`config.mk`:
```
export PLATFORM = sky130hd
export DESIGN_NAME = shiftreg_fill_ctrl
export DESIGN_NICKNAME = d
export VERILOG_FILES = /design/src/rtl/shiftreg_pkg.sv /design/src/rtl/shiftreg_fill_ctrl_byte_counter.sv /design/src/rtl/shiftreg_fill_ctrl.sv
export SDC_FILE = /design/constraint.sdc
export NUM_CORES = 1
export LEC_CHECK = 0
export CORE_UTILIZATION = 50
export CTS_BUF_LIST = sky130_fd_sc_hd__clkbuf_4
export CTS_CLUSTER_SIZE = 28
export DETAILED_ROUTE_END_ITERATION = 10
export PLACE_DENSITY = 0.85
export SYNTH_ARGS = -nofsm -noshare
export SYNTH_HDL_FRONTEND = slang
export SYNTH_SLANG_ARGS = --single-unit
```
`constraint.sdc`:
```
create_clock -name clk -period 4.5 [get_ports clk]
set_input_delay 0.45 -clock clk [delete_from_list [all_inputs] [get_ports clk]]
set_output_delay 0.45 -clock clk [all_outputs]
set_load 0.05 [all_outputs]
```
`src/rtl/shiftreg_pkg.sv`:
```
// shiftreg_pkg: shared state encoding, block-size codes and block byte lengths for the shift-register load sequencer
package shiftreg_pkg;
  typedef enum logic [1:0] {IDLE, FILL, FULL, CLEAR} state_t;
  localparam logic SIZE_1056 = 1'b0;
  localparam logic SIZE_6144 = 1'b1;
  localparam int BYTES_SMALL = 132;
  localparam int BYTES_LARGE = 768;
  localparam int CNT_W = 10;
endpackage

```
`src/rtl/shiftreg_fill_ctrl_byte_counter.sv`:
```
// byte_counter: per-block byte count (clk, aclr, load, en, size in; last out) with terminal compare at N-1 of the selected block length
module byte_counter #(
  parameter int CNT_W = shiftreg_pkg::CNT_W,
  parameter int N_SMALL = shiftreg_pkg::BYTES_SMALL,
  parameter int N_LARGE = shiftreg_pkg::BYTES_LARGE
) (
  input  logic clk,
  input  logic aclr,
  input  logic load,
  input  logic en,
  input  logic size,
  output logic last
);
  import shiftreg_pkg::*;
  logic [CNT_W-1:0] cnt;
  always_ff @(posedge clk)
    if (aclr) cnt <= '0;
    else if (load) cnt <= CNT_W'(1);
    else if (en) cnt <= cnt + 1'b1;
  assign last = cnt == CNT_W'(size == SIZE_6144 ? N_LARGE - 1 : N_SMALL - 1);
endmodule

```
`src/rtl/shiftreg_fill_ctrl.sv`:
```
// shiftreg_fill_ctrl: byte-stream load sequencer for the 6144-bit shift register (stream in_*, register sr_*, block handshake blk_*, busy, err_sop); SHIFTREG_FILL_CTRL_FLUSH_EN adds a one-cycle sr_clr between blocks
module shiftreg_fill_ctrl #(
  parameter int BYTES_SMALL = shiftreg_pkg::BYTES_SMALL,
  parameter int BYTES_LARGE = shiftreg_pkg::BYTES_LARGE,
  parameter int CNT_W = shiftreg_pkg::CNT_W
) (
  input  logic       clk,
  input  logic       aclr,
  input  logic [7:0] in_data,
  input  logic       in_valid,
  input  logic       in_sop,
  input  logic       in_size,
  output logic       in_ready,
  output logic [7:0] sr_shiftin,
  output logic       sr_shift_en,
  output logic       sr_clr,
  output logic       blk_valid,
  output logic       blk_size,
  input  logic       blk_ready,
  output logic       busy,
  output logic       err_sop
);
  import shiftreg_pkg::*;
  state_t state, nxt;
  logic acc, last;
  assign acc = in_valid & in_ready & ~aclr;
  assign sr_shiftin = in_data;
  assign sr_shift_en = acc;
  byte_counter #(.CNT_W(CNT_W), .N_SMALL(BYTES_SMALL), .N_LARGE(BYTES_LARGE)) u_cnt (
    .clk(clk),
    .aclr(aclr),
    .load(acc & in_sop),
    .en(acc & ~in_sop & (state == FILL)),
    .size(blk_size),
    .last(last)
  );
  always_comb
    case (state)
      IDLE: nxt = acc & in_sop ? FILL : IDLE;
      FILL: nxt = acc & ~in_sop & last ? FULL : FILL;
`ifdef SHIFTREG_FILL_CTRL_FLUSH_EN
      FULL: nxt = blk_ready ? CLEAR : FULL;
`else
      FULL: nxt = blk_ready ? IDLE : FULL;
`endif
      default: nxt = IDLE;
    endcase
  always_ff @(posedge clk)
    if (aclr) begin
      state <= IDLE;
      blk_size <= SIZE_1056;
      in_ready <= 1'b1;
      blk_valid <= 1'b0;
      busy <= 1'b0;
      err_sop <= 1'b0;
    end else begin
      state <= nxt;
      if (acc & in_sop) blk_size <= in_size;
      in_ready <= nxt == IDLE || nxt == FILL;
      blk_valid <= nxt == FULL;
      busy <= nxt != IDLE;
      err_sop <= acc & (in_sop == (state == FILL));
    end
`ifdef SHIFTREG_FILL_CTRL_FLUSH_EN
  always_ff @(posedge clk)
    if (aclr) sr_clr <= 1'b0;
    else sr_clr <= nxt == CLEAR;
`else
  assign sr_clr = 1'b0;
`endif
endmodule

```
==> flow_metrics.py <==
metrics = {
    "global_routing": {
        "grt_max_degree": 12,
        "track_usage_pct": 19.4,
        "grt_pass1_wl_um": 2860,
        "grt-ovfl-total": 0,
        "grt_pass1_vias": 663,
        "antenna_found_initial": 0,
    },
    "final_layout": {
        "areaGrowthSynthToFinish_pct": 8.87,
        "final_cell_mix": "17 x dfxtp_1, 11 x clkdlybuf4s50_1, 9 x a21oi_1",
        "final_nets": 123,
        "nFillCells": 162,
        "antenna_cells": 0,
        "final_common_cell": "dfxtp_1",
        "drive_gt1_share_pct": 12.1,
    },
    "synth": {
        "avgSynthCellArea_sq_um": 8.87,
        "yosysTopAreaCellShare_pct": 36.6,
        "yosys-top-cells-area": "dfxtp_1 37%, buf_4 7.3%, a21oi_1 4.8%",
        "yosys_warnings": 0,
        "yosysSeqAreaShare_pct": 36.6,
        "synth_top_area_cell": "dfxtp_1",
        "synth_cells": 105,
        "synth_nets": 120,
        "ys_types": 41,
        "synth_area_sq_um": 931,
        "ys_ff_latch": 17,
    },
    "power": {
        "leakage_uw": 0.000338,
        "peakVddDrop_mv": 0.213,
        "cellPowerDensity_mw_per_mm2": 269,
        "pwr-share-comb_pct": 12.5,
        "swShare_pct": 26.7,
        "p_int_uw": 199,
        "power.switching_uw": 72.8,
        "seqPwrFrac_pct": 57.0,
        "clock_power_share_pct": 30.6,
    },
    "sta": {
        "relSlewSlack_pct": 66.8,
        "max_freq_mhz": 359,
        "tightest_slew_ns": 0.496,
        "fin_crit_ns": 2.79,
        "fin_crit_sh_pct": 62.0,
        "setup-tns-final_ns": 0,
        "rsz0062_at_grt": "no",
        "setup_viol": 0,
        "hold_viol": 0,
        "setup_ws_ns": 1.71,
        "slew_viol_final": 0,
        "finClkSkew_ns": 0.00676,
        "whs_ns": 0.481,
    },
    "floorplan": {
        "io_pins": 29,
        "die_x_um": 45.2,
        "core_area_sq_mm": 0.00173,
        "die_h_um": 45.2,
        "die-area_sq_mm": 0.00204,
        "rows": 15,
        "start_util_pct": 53.9,
    },
    "place": {
        "io_buffer_count": 11,
        "place_ws_ns": 1.74,
        "gp_congestion": 0.795,
        "dp_hpwl_um": 1300,
    },
    "cts": {
        "clkLatencyLatePin_ns": 0.30,
        "hold_buffers": 0,
        "post_cts_buffers": 0,
        "cts_tree": "yes",
        "cts_sinks": 17,
        "h-tree-depth": 1,
        "cts_root_buf": "clkbuf_4",
        "cts_buffers": 3,
        "clock_path_buffers": 2,
        "clkTransAtPathRegs_ns": 0.10,
        "cts_resized": 0,
    },
    "worst_setup_path": {
        "worstPathBufferInverterCount": 3,
        "crit_path_start_kind": "input port",
        "critPathMostFrequentCell": "clkdlybuf4s50_1",
        "critPathRequiredTime_ns": 4.05,
        "r2r_start": "u_cnt.cnt[5]",
        "worstPathArrival_ns": 2.34,
        "setup.worst_path.end_class": "primary output",
        "crit_type": "input port to primary output",
        "cp_top_family": "buffers and inverters",
        "worstPathCellList": "clkdlybuf4s50_1, nand3b_1, inv_1, clkdlybuf4s50_1",
        "slowest_delay_ns": 0.82,
        "slowest_stage": "clkdlybuf4s50_1",
        "crit_start": "aclr",
        "crit_fanout": 11,
    },
    "drt": {
        "firstDrtPassIters": 6,
        "wl_met3_um": 67,
        "drc": 0,
        "drtIter0Drc": 19,
        "top_layer_used": "met4",
        "met1Wirelength_um": 763,
        "ant_nets": 0,
        "wl_met2_um": 861,
        "drt-total-wl_um": 1720,
        "wire_per_inst_um": 13.0,
        "vias": 744,
        "vias_per_cell": 5.64,
    },
    "min_path": {
        "min_from": "u_cnt.cnt[1]",
        "hold_class": "flop to flop",
    },
    "flow_run": {
        "drv_cap": 0,
    },
    "run_status": {
        "status": "completed",
    },
}
-- layer usage --
layer  up-vias  track usage [%]
met1       340             24.4
li1        378                -
met3         4             3.60
met5         -                0
met2        22             31.9
met4         0             9.09
-- kinds of logic (layout without fill, tap and decap cells) --
group                      Yosys count  after routing  synth area share, %
and+or+nand+nor                     44             44                 30.6
AOI/OAI and AO/OA                   23             23                 17.2
DFF                                 17             17                 36.6
buffers and inverters               15             17                 10.1
xor gates and xnor gates             4              4                 3.76
adders and majority gates            1              1                 1.34
other                                1              1                0.403
-- worst reg2reg max path: stages, from the launching register on --
cell and delay [ns]:
dfxtp_1 0.36, or4_4 0.56, nor4_4 0.16, o2111ai_2 0.22
a21o_1 0.20
-- per-stage QoR --
step | std cells | power [uW] | utilization (%) | area (sq um)
floorplan | 105 | 202 | - | 931
global placement | 128 | 192 | 57.1 | 986
detailed placement | 128 | 192 | 57.1 | 986
CTS | 132 | 275 | 58.7 | 1010
global route | 132 | 283 | 58.7 | 1010
finish | 132 | 272 | 58.7 | 1010
-- cell type report --
| cell class | instances | area (sq um) | area share (%) |
|---|---|---|---|
| multi-input cells | 73 | 497 | 49.0 |
| flip-flops and latches | 17 | 340 | 33.6 |
| repair buffers | 11 | 110 | 10.9 |
| well taps | 25 | 31.3 | 3.09 |
| clock buffers | 3 | 22.5 | 2.22 |
| inverters | 2 | 7.51 | 0.741 |
| clock inverters | 1 | 5.00 | 0.494 |
-- synth_stat cells (all sizes together) --
| cell | instances |
|---|---|
| nor4 | 1 |
| nor3 | 2 |
| nand4 | 3 |
| o22ai | 1 |
| dfxtp | 17 |
| nand3 | 6 |
| o31ai | 1 |
| nand2 | 8 |
| and2 | 2 |
| o2111ai | 1 |
| nand3b | 3 |
| o211ai | 2 |
| a31oi | 1 |
| and4bb | 1 |
| nor2b | 1 |
| a21o | 1 |
| nor4b | 1 |
| nor2 | 4 |
| a31o | 3 |
| conb | 1 |
| and4 | 1 |
| and3 | 1 |
| inv | 2 |
| o21ai | 3 |
| a41oi | 1 |
| nand2b | 3 |
| a21oi | 9 |
| ha | 1 |
| buf | 12 |
| xor2 | 3 |
| or3 | 5 |
| clkbuf | 1 |
| or4 | 2 |
| xnor2 | 1 |
-- registers in the layout, indices dropped and copies added (netlist names) --
signal     count
u_cnt.cnt     10
state          2
blk_size       1
blk_valid      1
busy           1
err_sop        1
in_ready       1
-- power by group through the flow --
stage | clock network [uW] | registers, uW | logic, uW
global route | 90.9 | 156 | 36.3
detailed placement | 0 | 159 | 33.8
CTS | 85.5 | 155 | 34.0
global placement | 0 | 158 | 33.4
floorplan | 0 | 163 | 38.6
finish | 83.2 | 155 | 33.9
-- final timing paths --
path                                     end  slack [ns]  cells after the start
worst max-delay path             sr_shift_en        1.71                      4
worst max register to register      in_ready        2.89                      4
worst min register to register  u_cnt.cnt[1]        0.48                      2
worst min-delay path            u_cnt.cnt[1]        0.48                      2
Note: power is estimated with default switching activity, not from simulation.
